File: src/rtl/child_seq_ctrl.sv
// child_seq_ctrl: launches up to NUM_CHILD child instances one at a time, in
// index order, using a per-child start/done handshake.
//
// The parent's single go/done pair drives a sequence:
//   IDLE -> SCAN (walk the latched mask) -> LAUNCH (one-cycle start pulse)
//        -> WAIT (child_done of the launched child) -> SCAN ... -> FINISH.
//
// Optional feature, macro CHILD_SEQ_TIMEOUT_EN:
//   a 16-bit watchdog counts WAIT cycles. A child that stays silent for
//   TIMEOUT cycles is abandoned: err/err_idx are set and the sequence jumps
//   straight to FINISH. Without the macro there is no timer, WAIT holds
//   indefinitely, and err/err_idx are tied low.
//
// child_start and done are flops loaded from the next-state logic, so
// there is no combinational path from any input to any output.

module child_seq_ctrl #(
  parameter int NUM_CHILD = 5,
  parameter int IDX_W     = $clog2(NUM_CHILD + 1),
  parameter int TIMEOUT   = 200
) (
  input  logic                 clk,
  input  logic                 rst,
  input  logic                 go,
  input  logic [NUM_CHILD-1:0] child_mask,
  input  logic [NUM_CHILD-1:0] child_done,
  output logic [NUM_CHILD-1:0] child_start,
  output logic                 busy,
  output logic                 done,
  output logic [IDX_W-1:0]     cur_idx,
  output logic                 err,
  output logic [IDX_W-1:0]     err_idx
);

  // Out-of-range parameters are rejected at elaboration time.
  if (NUM_CHILD < 1 || NUM_CHILD > 15) begin : gBadNumChild
    $error("child_seq_ctrl: NUM_CHILD must be in 1..15");
  end
  if ((1 << IDX_W) < (NUM_CHILD + 1)) begin : gBadIdxW
    $error("child_seq_ctrl: IDX_W too narrow to hold NUM_CHILD");
  end
  if (TIMEOUT < 2 || TIMEOUT > 65535) begin : gBadTimeout
    $error("child_seq_ctrl: TIMEOUT must be in 2..65535");
  end

  // The mask and done vectors are zero-padded to a power of two so that any
  // value of the index register, including the terminal NUM_CHILD, selects a
  // real bit.
  localparam int PAD_W = 1 << IDX_W;
  localparam logic [IDX_W-1:0] LastIdx = IDX_W'(NUM_CHILD);

  typedef enum logic [2:0] {
    IDLE   = 3'd0,
    SCAN   = 3'd1,
    LAUNCH = 3'd2,
    WAIT   = 3'd3,
    FINISH = 3'd4
  } state_e;

  state_e                 state_q, state_d;
  logic [IDX_W-1:0]       idx_q, idx_d;
  logic [NUM_CHILD-1:0]   mask_q, mask_d;
  logic [NUM_CHILD-1:0]   start_q, start_d;
  logic                   done_q, done_d;

  logic [PAD_W-1:0]       maskPad;
  logic [PAD_W-1:0]       donePad;

`ifdef CHILD_SEQ_TIMEOUT_EN
  localparam logic [15:0] TimeoutLast = 16'(TIMEOUT - 1);

  logic [15:0]            timer_q, timer_d;
  logic                   err_q, err_d;
  logic [IDX_W-1:0]       errIdx_q, errIdx_d;
`endif

  assign maskPad = {{(PAD_W - NUM_CHILD){1'b0}}, mask_q};
  assign donePad = {{(PAD_W - NUM_CHILD){1'b0}}, child_done};

  // Next-state logic: decides the following state, index and output pulses.
  always_comb begin
    state_d  = state_q;
    idx_d    = idx_q;
    mask_d   = mask_q;
    start_d  = '0;
    done_d   = 1'b0;
`ifdef CHILD_SEQ_TIMEOUT_EN
    timer_d  = timer_q;
    err_d    = err_q;
    errIdx_d = errIdx_q;
`endif

    case (state_q)
      IDLE: begin
        if (go) begin
          mask_d   = child_mask;
          idx_d    = '0;
          state_d  = SCAN;
`ifdef CHILD_SEQ_TIMEOUT_EN
          err_d    = 1'b0;
          errIdx_d = '0;
`endif
        end
      end

      SCAN: begin
        if (idx_q == LastIdx) begin
          state_d = FINISH;
          done_d  = 1'b1;
        end else if (!maskPad[idx_q]) begin
          idx_d = idx_q + 1'b1;
        end else begin
          state_d = LAUNCH;
          start_d = NUM_CHILD'(1) << idx_q;
        end
      end

      LAUNCH: begin
        state_d = WAIT;
`ifdef CHILD_SEQ_TIMEOUT_EN
        timer_d = '0;
`endif
      end

      WAIT: begin
        if (donePad[idx_q]) begin
          idx_d   = idx_q + 1'b1;
          state_d = SCAN;
`ifdef CHILD_SEQ_TIMEOUT_EN
        end else if (timer_q == TimeoutLast) begin
          err_d    = 1'b1;
          errIdx_d = idx_q;
          state_d  = FINISH;
          done_d   = 1'b1;
        end else begin
          timer_d = timer_q + 16'd1;
`endif
        end
      end

      FINISH: begin
        state_d = IDLE;
      end

      default: begin
        state_d = IDLE;
      end
    endcase
  end

  // Sequencer state, index, latched mask and the registered output pulses.
  always_ff @(posedge clk or posedge rst) begin
    if (rst) begin
      state_q <= IDLE;
      idx_q   <= '0;
      mask_q  <= '0;
      start_q <= '0;
      done_q  <= 1'b0;
    end else begin
      state_q <= state_d;
      idx_q   <= idx_d;
      mask_q  <= mask_d;
      start_q <= start_d;
      done_q  <= done_d;
    end
  end

`ifdef CHILD_SEQ_TIMEOUT_EN
  // Watchdog timer and the sticky error report.
  always_ff @(posedge clk or posedge rst) begin
    if (rst) begin
      timer_q  <= '0;
      err_q    <= 1'b0;
      errIdx_q <= '0;
    end else begin
      timer_q  <= timer_d;
      err_q    <= err_d;
      errIdx_q <= errIdx_d;
    end
  end

  assign err     = err_q;
  assign err_idx = errIdx_q;
`else
  assign err     = 1'b0;
  assign err_idx = '0;
`endif

  assign child_start = start_q;
  assign done        = done_q;
  assign busy        = (state_q != IDLE);
  assign cur_idx     = idx_q;

endmodule
File: config.mk
export PLATFORM = sky130hd
export DESIGN_NAME = child_seq_ctrl
export DESIGN_NICKNAME = d
export VERILOG_FILES = /design/src/rtl/child_seq_ctrl.sv
export SDC_FILE = /design/constraint.sdc
export NUM_CORES = 1
export LEC_CHECK = 0
export CORE_MARGIN = 2
export CORE_UTILIZATION = 40
export CTS_BUF_LIST = sky130_fd_sc_hd__clkbuf_8 sky130_fd_sc_hd__clkbuf_16
export DETAILED_ROUTE_END_ITERATION = 7
export GPL_TIMING_DRIVEN = 0
export PLACE_DENSITY = 0.66
export REMOVE_ABC_BUFFERS = 1
export SKIP_CTS_REPAIR_TIMING = 1
export SYNTH_ARGS = -nofsm -noshare
export SYNTH_HDL_FRONTEND = slang
export SYNTH_SLANG_ARGS = --single-unit
export TNS_END_PERCENT = 1
File: constraint.sdc
create_clock -name clk -period 3.3 [get_ports clk]
set_clock_uncertainty 0.2 [all_clocks]
set_input_delay 0.66 -clock clk [delete_from_list [all_inputs] [get_ports clk]]
set_output_delay 0.66 -clock clk [all_outputs]
set_load 0.02 [all_outputs]
After elaboration in Yosys (flattened, before gate mapping):

Cells that the tools add are included.
W data, S select, Z words.

* $add $sub $neg: 1
* $lt $le $gt $ge: 1
* equal/unequal tests: 9
* shift-type cells: 1
* multiplexer cells: 19
* reduce and logical (&&, ||, !) cells: 6

Operators with widths (number)
* $mux W3: 8
* $mux W5: 3
* $pmux W3 S4: 1
* $pmux W3 S3: 1
* $ne A2 B2 Y1 const B: 4
* $bmux W1 S3: 2
* $eq A3 B2 Y1 const B: 2
* $reduce_bool A3 Y1: 2
* $reduce_and A5 Y1: 1
* $shl A1 B3 Y5 const A: 1
* $lt A3 B4 Y1 const B: 1
* $mux W1: 4
* $add A3 B1 Y3 const B: 1
* $eq A3 B1 Y1 const B: 1
* $eq A3 B3 Y1 const B: 1
* $logic_not A3 Y1: 1
* $ne A3 B3 Y1 const B: 1
* $reduce_and A3 Y1: 1
* $reduce_and A2 Y1: 1

* flip-flop bits (word level): 17
* output and inout port bits: 14
* logic and storage cells: 42

Logic depth before layout (Yosys ltp):

* depth in word-level cells: 5
* depth in mapped cells: 7

Worst setup path after synthesis:

No wires, ideal clock.

* path type: reg2reg
* from: register idx_q[0], in the netlist cur_idx[0]
* to: register idx_q[0], in the netlist cur_idx[0]
* library setup time: 0.125 ns
* arrival: 1.685 ns
* required time: 2.975 ns
* path slack: 1.290 ns
* stages on the path, launching flop included: 7
* cell sequence: dfrtp_1 -> buf_4 -> mux2i_1 -> o221a_4 -> a311oi_2 -> o21ai_1 -> mux2_4

* word-level cells in the longest chain between the ends: 4
* elaborated cells between the ends (all ways): 14
* those cells by class: add/sub: 1; eq/ne: 4; mux: 8; reduce/logical: 1

Ends and longest elaborated chain
* from (decl): RTL line 61 `logic [IDX_W-1:0] idx_q, idx_d;`
* from (signal assigned): RTL line 161 `idx_q <= idx_d;`
* $add A3 B1 Y3, or another cell as far along: RTL line 111, 127
* $mux W3, or another cell as far along: RTL line 110 `end else if (!maskPad[idx_q]) begin`
* $mux W3 / $ne A2 B2 Y1 (equally long branches)
* $pmux W3 S3 / $reduce_and A5 Y1 (equally long branches)

Parallel ways exist; a longest one is shown, timed or not. The select of a mux whose other input is x is not followed.
A chain may end at the register's enable or synchronous reset.

Final worst setup path:

* from: register state_q[1]
* to: output busy

* word-level cells in the longest chain between the ends: 1

Ends and longest elaborated chain
* from (decl): RTL line 60 `state_e state_q, state_d;`
* from (signal assigned): RTL line 160 `state_q <= state_d;`
* $reduce_bool A3 Y1: RTL line 191 `assign busy = (state_q != IDLE);`
* to (decl): RTL line 28 `output logic busy,`

No other way between the ends.

==> results.rst <==
.. list-table::
   :header-rows: 1

   * - Metric
     - Value
   * - Cell Count Post-Placement
     - 130
   * - Sequential cell area fraction in the yosys report
     - 0.456
   * - PnR Total Power
     - 1.05 mW
   * - Post-placement setup slack
     - between 0.7 and 0.8 ns
   * - Routed via count divided by cell count
     - 4.84
   * - Number of top-level pins
     - 27
   * - Post-route cell area
     - 0.00120 mm²
   * - Largest stage delay on the critical path
     - 0.54 ns
   * - Maximum Capacitance Violations
     - 0
   * - Result of the run
     - finished, final reports clean
   * - Share of total power in sequential cells
     - 0.356
   * - Critical Path Fanout Max
     - 9
   * - Met1 usage in global routing
     - 0.189
   * - Slew of the pin with the lowest slew margin
     - 0.646 ns
   * - Std cell rows
     - 17
   * - Setup crit end kind
     - output port
   * - Filler cell count in the final layout
     - between 200 and 250
   * - Most frequent standard cell in the layout excluding fill and tap cells
     - clkdlybuf4s50_1
   * - Accumulated negative setup slack
     - 0 ns
   * - Cell area after placement
     - 0.00115 mm²
   * - Kind of critical path
     - flip-flop to output port
   * - Reg2reg setup slack
     - 1.18 ns
   * - Data required, critical path
     - 2.44 ns
   * - Final Hold Fails
     - 0
   * - Chip Height
     - ~52 µm
   * - Type of element launching the critical path
     - flip-flop
   * - Final critical-path required period
     - 2.53 ns
   * - Pre-Repair DR Iteration Count
     - 4
   * - Final Net Count
     - 125
   * - Area growth from synthesis to final layout
     - 28.6%
   * - Final slew viol count
     - 0
   * - Fraction of power spent switching nets
     - 0.391
   * - Initial antenna violation count
     - 0
   * - Reg clk slew, reported paths
     - 0.07 ns
   * - Die outline area
     - 0.00273 mm²
   * - Dominant cells by area after synthesis
     - dfrtp_1 46%, ha_1 6.7%, buf_4 4.8%, mux2_1 4.8%, mux2i_1 4.3%
   * - DRC violation total after the first TritonRoute iteration
     - 7
   * - Library cells used by synthesis
     - 33
   * - Final WS setup
     - 0.772 ns
   * - Endpoints failing setup
     - 0
   * - Layout cell share with drive strength beyond 1
     - 0.104
   * - Part of the power in combinational logic
     - 0.501
   * - Async set-or-reset flop fraction in the synthesized netlist
     - 1.00
   * - IR Drop Worst-Case VDD
     - 414 µV
   * - Post-synthesis area per instance
     - 11.2 µm²
   * - GRT Overall Usage
     - 0.141
   * - Number of cells on the worst hold path
     - 1
   * - H-tree level count
     - 1
   * - Via count of the first global-routing pass
     - between 600 and 700
   * - Power dissipated by switching net loads
     - 411 µW
   * - HP Class
     - flip-flop to flip-flop
   * - Global route overflow
     - 0
   * - Total power per unit cell area
     - 878 mW/mm²
   * - CTS tree
     - yes
   * - Hold_sp
     - mask_q[0]$_DFFE_PP0P_
   * - Mean routed wirelength per cell
     - roughly 12 µm
   * - Startpoint of the worst-slack reg-to-reg timing path
     - cur_idx[0]$_DFFE_PP0P_
   * - Peak Freq
     - 396 MHz
   * - # diodes
     - 0
   * - Drt total wl
     - 1590 µm
   * - Cts bufs inserted
     - 3
   * - Worst Reg2Reg Path Length in Cells
     - 5
   * - Layout Utilization
     - 0.542
   * - Capturing point of the worst reg2reg path
     - cur_idx[0]$_DFFE_PP0P_
   * - Busiest layer in global routing
     - met2
   * - Yosys top cell by area
     - dfrtp_1
   * - Antenna Nets Post-Route
     - 0
   * - Floorplan Core Area
     - around 0.0022 mm²
   * - Post-route DRC violation count
     - 0
   * - WP data arrival
     - 1.67 ns
   * - # clock sinks
     - 17
   * - Final HPWL from detailed placement
     - 1210 µm
   * - Hold path endpoint
     - mask_q[0]$_DFFE_PP0P_
   * - Most used cells in the layout excluding fill and tap cells
     - 22 x clkdlybuf4s50_1, 17 x dfrtp_1, 9 x inv_1
   * - Met3 track demand over resource
     - 0.0286
   * - Initial core utilization
     - 0.421
   * - Worst skew pair latency
     - between 0.2 and 0.3 ns
   * - Share of power burned in the clock network
     - 0.143
   * - Static leakage
     - 0.551 nW
   * - Post-synthesis register bit count
     - 17
   * - Max clock buf depth
     - 2
   * - Synth Warn #
     - 0
   * - Global routing met2 resource utilization
     - 0.224
   * - Post-synth design cell area
     - 932 µm²
   * - Number of enable-type register cells in the synthesized netlist
     - 0
   * - Gate count of the mapped netlist
     - 83
   * - Clock root buffer
     - clkbuf_8
   * - Synth top area share
     - 0.456
   * - Final Instance Count excl. Fillers
     - 134
   * - CP max-delay cell
     - clkdlybuf4s50_1
   * - Unrepaired setup endpoints after global routing
     - false
   * - Worst hold slack across all endpoints
     - around 0.28 ns
   * - CP Cell Sequence
     - or3_1, clkdlybuf4s50_1
   * - Dominant register cell in the synthesized netlist
     - dfrtp_1
   * - Global-route wire length before repair
     - 2840 µm
   * - Largest net degree at the start of global routing
     - 18
   * - Routed via count
     - approximately 650
   * - Slew Limit Headroom
     - 0.569
   * - Internal power summed over all cells
     - 641 µW
   * - Final RePlAce weighted congestion
     - around 0.80
   * - Port Buffer Count
     - 22
   * - Period utilization
     - 0.766
   * - Die extent in x
     - 52.3 µm
[registers in the layout, indices dropped and copies added (netlist names)]
| name | count |
|---|---|
| child_start | 5 |
| cur_idx | 3 |
| done | 1 |
| mask_q | 5 |
| state_q | 3 |
[critical path, delay by kind of cell (launching register included)]
family | cells | cell delay (ns)
and+or+nand+nor | 1 | 0.40
buffers and inverters | 1 | 0.54
DFF | 1 | 0.48
[cell usage after synthesis (all sizes together) (2+ instances only)]
| cell | number |
|---|---|
| a21oi | 2 |
| a22o | 2 |
| and2 | 2 |
| and3 | 2 |
| buf | 6 |
| dfrtp | 17 |
| ha | 5 |
| inv | 8 |
| mux2 | 6 |
| mux2i | 4 |
| nand2 | 4 |
| nand2b | 2 |
| nand4bb | 2 |
| nor2 | 5 |
| nor3 | 3 |
[routing by layer]
metal  up-vias  share of wire
met2        21           0.48
met1       297           0.44
met3         2          0.072
met4         0         0.0063
li1        328              -
met5         -              0
[cell type report]
class	instances	area, µm²	share of cell area
multi-input cells	55	443	0.370
clock inverters	1	3.75	0.00313
repair buffers	22	220	0.184
flip-flops and latches	17	425	0.355
well taps	28	35.0	0.0292
inverters	8	30.0	0.0251
clock buffers	3	41.3	0.0344
[power by group through the flow]
stage               Clock (mW)  Sequential, mW  Combinational, mW
finish                   0.150           0.375              0.528
global route             0.169           0.392              0.598
CTS                      0.154           0.376              0.539
detailed placement           0           0.379              0.535
global placement             0           0.377              0.525
floorplan                    0           0.389              0.362
[cells by family after synthesis]
group / count (synthesis) / share of synthesized area
fa+ha+maj: 5 / 0.0671
buf+inv: 14 / 0.0805
mux: 10 / 0.119
other cells: 1 / 0.00402
simple gates: 24 / 0.156
compound gates: 12 / 0.117
flops: 17 / 0.456
[worst max-delay path by stage]
stage	from	to	cells past startpoint
global placement	child_done[3]	cur_idx[0]$_DFFE_PP0P_	6
CTS	state_q[1]$_DFFE_PP0P_	busy	2
floorplan	cur_idx[0]$_DFFE_PP0P_	cur_idx[0]$_DFFE_PP0P_	6
global route	state_q[1]$_DFFE_PP0P_	busy	2
detailed placement	child_done[2]	cur_idx[0]$_DFFE_PP0P_	6
finish	state_q[1]$_DFFE_PP0P_	busy	2
No activity file was read; power rests on OpenSTA's default activity.
==> RTL change 1, RTL diff (same settings) <==
`NUM_CHILD`: 5 -> 10.
--- a/src/rtl/child_seq_ctrl.sv
+++ b/src/rtl/child_seq_ctrl.sv
@@ -15,7 +15,7 @@
 // there is no combinational path from any input to any output.
 
 module child_seq_ctrl #(
-  parameter int NUM_CHILD = 5,
+  parameter int NUM_CHILD = 10,
   parameter int IDX_W     = $clog2(NUM_CHILD + 1),
   parameter int TIMEOUT   = 200
 ) (
Ports: changed (5 resized); port bits go from 27 to 44. The function was not compared with the original's and may differ.
==> RTL change 1 against the unedited design <==
Register-to-register slack worse by 0.62 ns; utilization up 1.9 points; critical endpoint is now cur_idx[0]; worst setup slack worse by 0.21 ns; worst hold slack better by 0.027 ns; non-clock buffer count up 16; design area up 57%; routed wire length up 68%; largest cell class is now flip-flops and latches; sequential cell count up 11; synthesized area up 52%; power down 38%; highest routed layer unchanged; sequential share of layout area up 1.7 points.
==> RTL change 1: results (changes against the unedited design) <==
fraction of layout cells with a size suffix above 1 11.9% (+1.6 points); largest net degree at the start of global routing 29 (+11); Worst VDD drop 0.160 mV (-61%); initial antenna violation count 0 (unchanged); nets@finish 189 (+51%); Seq/Total Area, Yosys 49.3% (+3.7 points); worst setup path start cur_idx[0]; routability cong. 0.769 (-3.5%); Reg2Reg Capture Point cur_idx[0]; CTS clk-pin slew, worst paths 0.09 ns (+0.02 ns); vias in the first global route 1091 (+69%); Min-Delay Endpoint mask_q[1]; fillers 323 (+47%); Data arrival, critical path 2.70 ns (+1.03 ns); Worst-Skew Late Latency 0.27 ns (+0.02 ns); Synth area leader dfrtp_1; LEAKAGE 0.000907 uW (+65%); Detailed Route Iter0 Violations 20 (+13); synth unique cells 29 (-12%); ys flop type dfrtp_1; port bufs 38 (+73%); placed instance area 1810 um^2 (+57%); switch share 18.3% (-21 points); HP Start mask_q[1]; CP Max Fanout 16 (+7); Synth top cells by count dfrtp_1 (28), and3_1 (10), mux2_2 (10), nor2_1 (10), mux2i_1 (7); first-pass GRT wire length 4650 um (+64%); max_slew headroom 31.2% (-26 points); status finished clean; wire per inst 13.0 um (+9.7%); DP Wirelength 2110 um (+74%); R2R Setup Slk 0.56 ns (-0.62 ns); clock tree buffer depth 2 (unchanged); ys async rst share 100% (unchanged); H-tree depth 1 (unchanged); synth top area cells dfrtp_1 (49%), mux2_2 (7.9%), ha_1 (5.3%), mux2i_1 (4.9%), and3_1 (4.4%); routed vias 1047 (+62%); yosys warns 0 (unchanged); GRT Total Usage 14.6% (+0.51 points); Hold/Removal Path Class flip-flop to flip-flop
RTL change 1: cell count changes after synthesis, moves of 3 or more:
cell / delta
clkbuf_1: +4
o21ai_0: +3
nor2_1: +5
nand2b_1: +3
and3_1: +9
mux2i_1: +3
dfrtp_1: +11
mux2_2: +9
RTL change 1: through the flow:
step / cells / setup slack (ns) / total power [uW] / utilization (%) / hold slack, ns
5_1_grt: 205 / 0.447 / 672 / 56.1 / 0.338
3_5_place_dp: 201 / 0.413 / 390 / 53.9 / 0.296
3_3_place_gp: 201 / 0.428 / 389 / 53.9 / 0.287
6_report: 205 / 0.558 / 648 / 56.1 / 0.310
4_1_cts: 205 / 0.534 / 653 / 56.1 / 0.317
2_1_floorplan: 117 / 0.666 / 362 / - / 0.275
RTL change 1: worst max-delay path, cell delays in order, from the launching register on:
cell      delay (ns)
dfrtp_1         0.80
mux4_2          0.58
nand2b_1        0.15
a2111o_1        0.42
nand3_2         0.15
mux2_1          0.33
RTL change 1: logic make-up (layout without fill, tap and decap cells):
logic type                 Yosys count  in the layout  share of synthesized area, %
and+or+nand+nor                     38             38                          15.2
DFF                                 28             28                          49.3
muxes                               21             21                          17.6
buffers and inverters               16             48                          5.81
AOI/OAI and AO/OA                   13             13                          6.51
adders and majority gates            6              6                          5.28
other                                1              5                         0.264
RTL change 1: power groups by stage:
stage,clock [uW],sequential [uW],combinational (uW)
after floorplan,0,350,12.4
after global placement,0,350,39.6
after detailed placement,0,350,40.6
after CTS,269,343,40.6
after global routing,286,343,43.4
final,265,343,39.8
RTL change 1: worst max-delay path by stage:
stage | cells past startpoint | endpoint | slack [ns]
5_1_grt | 5 | cur_idx[0] | 0.45
3_5_place_dp | 6 | cur_idx[0] | 0.41
2_1_floorplan | 5 | cur_idx[0] | 0.67
6_report | 5 | cur_idx[0] | 0.56
4_1_cts | 5 | cur_idx[0] | 0.53
3_3_place_gp | 6 | cur_idx[2] | 0.43
RTL change 1: layout make-up:
| cell class | instances | area share [%] |
|---|---|---|
| clock buffers | 3 | 2.19 |
| clock inverters | 1 | 1.59 |
| inverters | 6 | 1.19 |
| multi-input cells | 83 | 34.6 |
| flip-flops and latches | 28 | 37.2 |
| well taps | 46 | 3.05 |
| repair buffers | 38 | 20.2 |
RTL change 1: layer usage:
layer / GRT usage [%] / vias to the layer above / share of wire (%)
li1: - / 494 / -
met1: 15.9 / 517 / 40
met2: 28.6 / 34 / 55
met3: 1.79 / 2 / 4.3
met4: 4.89 / 0 / 0.67
met5: 0 / - / 0
==> RTL change 2, RTL diff (config.mk and constraints unchanged) <==
Without the edit above. Re-encode `state_e` (5 states) as one-hot, 5 bits wide.
--- a/src/rtl/child_seq_ctrl.sv
+++ b/src/rtl/child_seq_ctrl.sv
@@ -49,12 +49,12 @@
   localparam int PAD_W = 1 << IDX_W;
   localparam logic [IDX_W-1:0] LastIdx = IDX_W'(NUM_CHILD);
 
-  typedef enum logic [2:0] {
-    IDLE   = 3'd0,
-    SCAN   = 3'd1,
-    LAUNCH = 3'd2,
-    WAIT   = 3'd3,
-    FINISH = 3'd4
+  typedef enum logic [4:0] {
+    IDLE   = 5'b00001,
+    SCAN   = 5'b00010,
+    LAUNCH = 5'b00100,
+    WAIT   = 5'b01000,
+    FINISH = 5'b10000
   } state_e;
 
   state_e                 state_q, state_d;
Behaviour: no difference found for any inputs over 10 cycles, from zero or initial values and one cycle with rst high; not proved beyond that.
==> RTL change 2 against the unedited design <==
Power fell by 18%; utilization fell by 0.67 points; sequential cell count rose by 2; design area rose by 9.6%; count of clock-buffer cells in the layout did not move; critical path depth rose by 1; synthesized area rose by 11%; worst hold slack improved by 0.027 ns; routed wire length rose by 9.7%; sequential share of layout area rose by 0.80 points; worst setup slack improved by 0.041 ns; clock power rose by 5%; synthesized cell count rose by 8.4%; highest routed layer unchanged.
==> RTL change 2: results (changes against the unedited design) <==
status finished clean; routed wl met3 104 um (-9.6%); fraction of layout cells with a size suffix above 1 18.4% (+8.0 points); first-pass GRT wire length 2680 um (-5.3%); HP Start mask_q[2]; Post-Place Setup Slack 0.700 ns (-0.0511 ns); Tightest Pin Transition 0.716 ns (+0.0697 ns); hold depth 1 (unchanged); DP Wirelength 1380 um (+14%); worst r2r path cells 5 (unchanged); Worst-Skew Late Latency 0.25 ns (about the same); Met1 Wirelength 745 um (+7.5%); met2 WL 880 um (+14%); most common cell in the netlist dfrtp_1; slowest CP cell dfstp_2; vias in the first global route 621 (-3.7%); GRT Total Usage 13.3% (-0.74 points); slowest cell delay on critical path 0.56 ns (+0.02 ns); largest net degree at the start of global routing 20 (+2); Synth top cells by count dfrtp_1 (18), nor2_1 (8), inv_1 (6), nand2_1 (6); routed vias 721 (+11%); port bufs 22 (unchanged); cell family with most CP delay flip-flops; CTS clk-pin slew, worst paths 0.07 ns (about the same); CP Max Fanout 5 (-4); Detailed Route Iter0 Violations 3 (-4); fillers 231 (+5.5%); worst reg2reg startpoint cur_idx[0]; Worst VDD drop 0.399 mV (-3.7%); worst setup path start state_q[0]; H-tree depth 1 (unchanged); routability cong. 0.749 (-6.0%); LEAKAGE 0.000586 uW (+6.5%); first drt pass iteration count 4 (unchanged); yosys warns 0 (unchanged); Top Layer Used met4; ys async rst share 100% (unchanged); Hold/Removal Path Class flip-flop to flip-flop; root buf cell clkbuf_8; nets@finish 133 (+6.4%); synth unique cells 36 (+9.1%); Data arrival, critical path 1.63 ns (-0.04 ns); synth top area cells dfrtp_1 (44%), ha_1 (6.1%), mux2_2 (5.4%), mux2_4 (4.4%), buf_4 (2.9%); clock tree buffer depth 2 (unchanged); wire per inst 12.1 um (+2.1%); Seq/Total Area, Yosys 46.1% (+0.49 points); switch share 34.3% (-4.8 points)
==> RTL change 2: through the flow <==
step	area, um^2	instances	total power [uW]	hold WS, ns
after floorplan	1010	88	608	0.255
after global placement	1270	140	704	0.286
after detailed placement	1270	140	717	0.299
after CTS	1310	144	876	0.316
after global routing	1310	144	922	0.331
final	1310	144	862	0.311
==> RTL change 2: cell families (layout without fill, tap and decap cells) <==
kind of cell    Yosys count  after routing  share of synthesized area, %
xor+xnor                  1              1                         0.848
simple gates             32             32                          17.3
buf+inv                  12             33                          5.81
compound gates            9              9                          9.56
other cells               1              4                         0.363
flops                    19             19                          46.1
mux                      11             11                          13.9
fa+ha+maj                 5              5                          6.05
==> RTL change 2: layout make-up <==
type	count	area (um^2)	share of cell area, %
flip-flops and latches	19	477	36.3
clock inverters	1	3.75	0.286
inverters	7	26.3	2.00
clock buffers	3	41.3	3.14
well taps	30	37.5	2.86
multi-input cells	62	508	38.7
repair buffers	22	220	16.8
==> RTL change 2: power groups by stage <==
stage          logic, uW  clock network (uW)  registers, uW
5_1_grt              393                 171            358
6_report             359                 157            346
4_1_cts              365                 162            349
2_1_floorplan        263                   0            345
3_3_place_gp         355                   0            349
3_5_place_dp         364                   0            354
==> RTL change 2: worst paths after layout <==
| kind | end | slack, ns |
|---|---|---|
| max in group asynchronous | child_start[0] | 1.83 |
| worst min-delay path | mask_q[2] | 0.31 |
| min in group asynchronous | mask_q[0] | 0.62 |
| worst min register to register | mask_q[2] | 0.31 |
| worst max register to register | cur_idx[2] | 0.87 |
| worst max-delay path | busy | 0.81 |
==> RTL change 2: routing by layer <==
metal,GRT usage (%),vias to the layer above
met2,21.6,18
met1,15.4,349
met3,5.74,4
met5,0,-
met4,5.00,0
li1,-,350
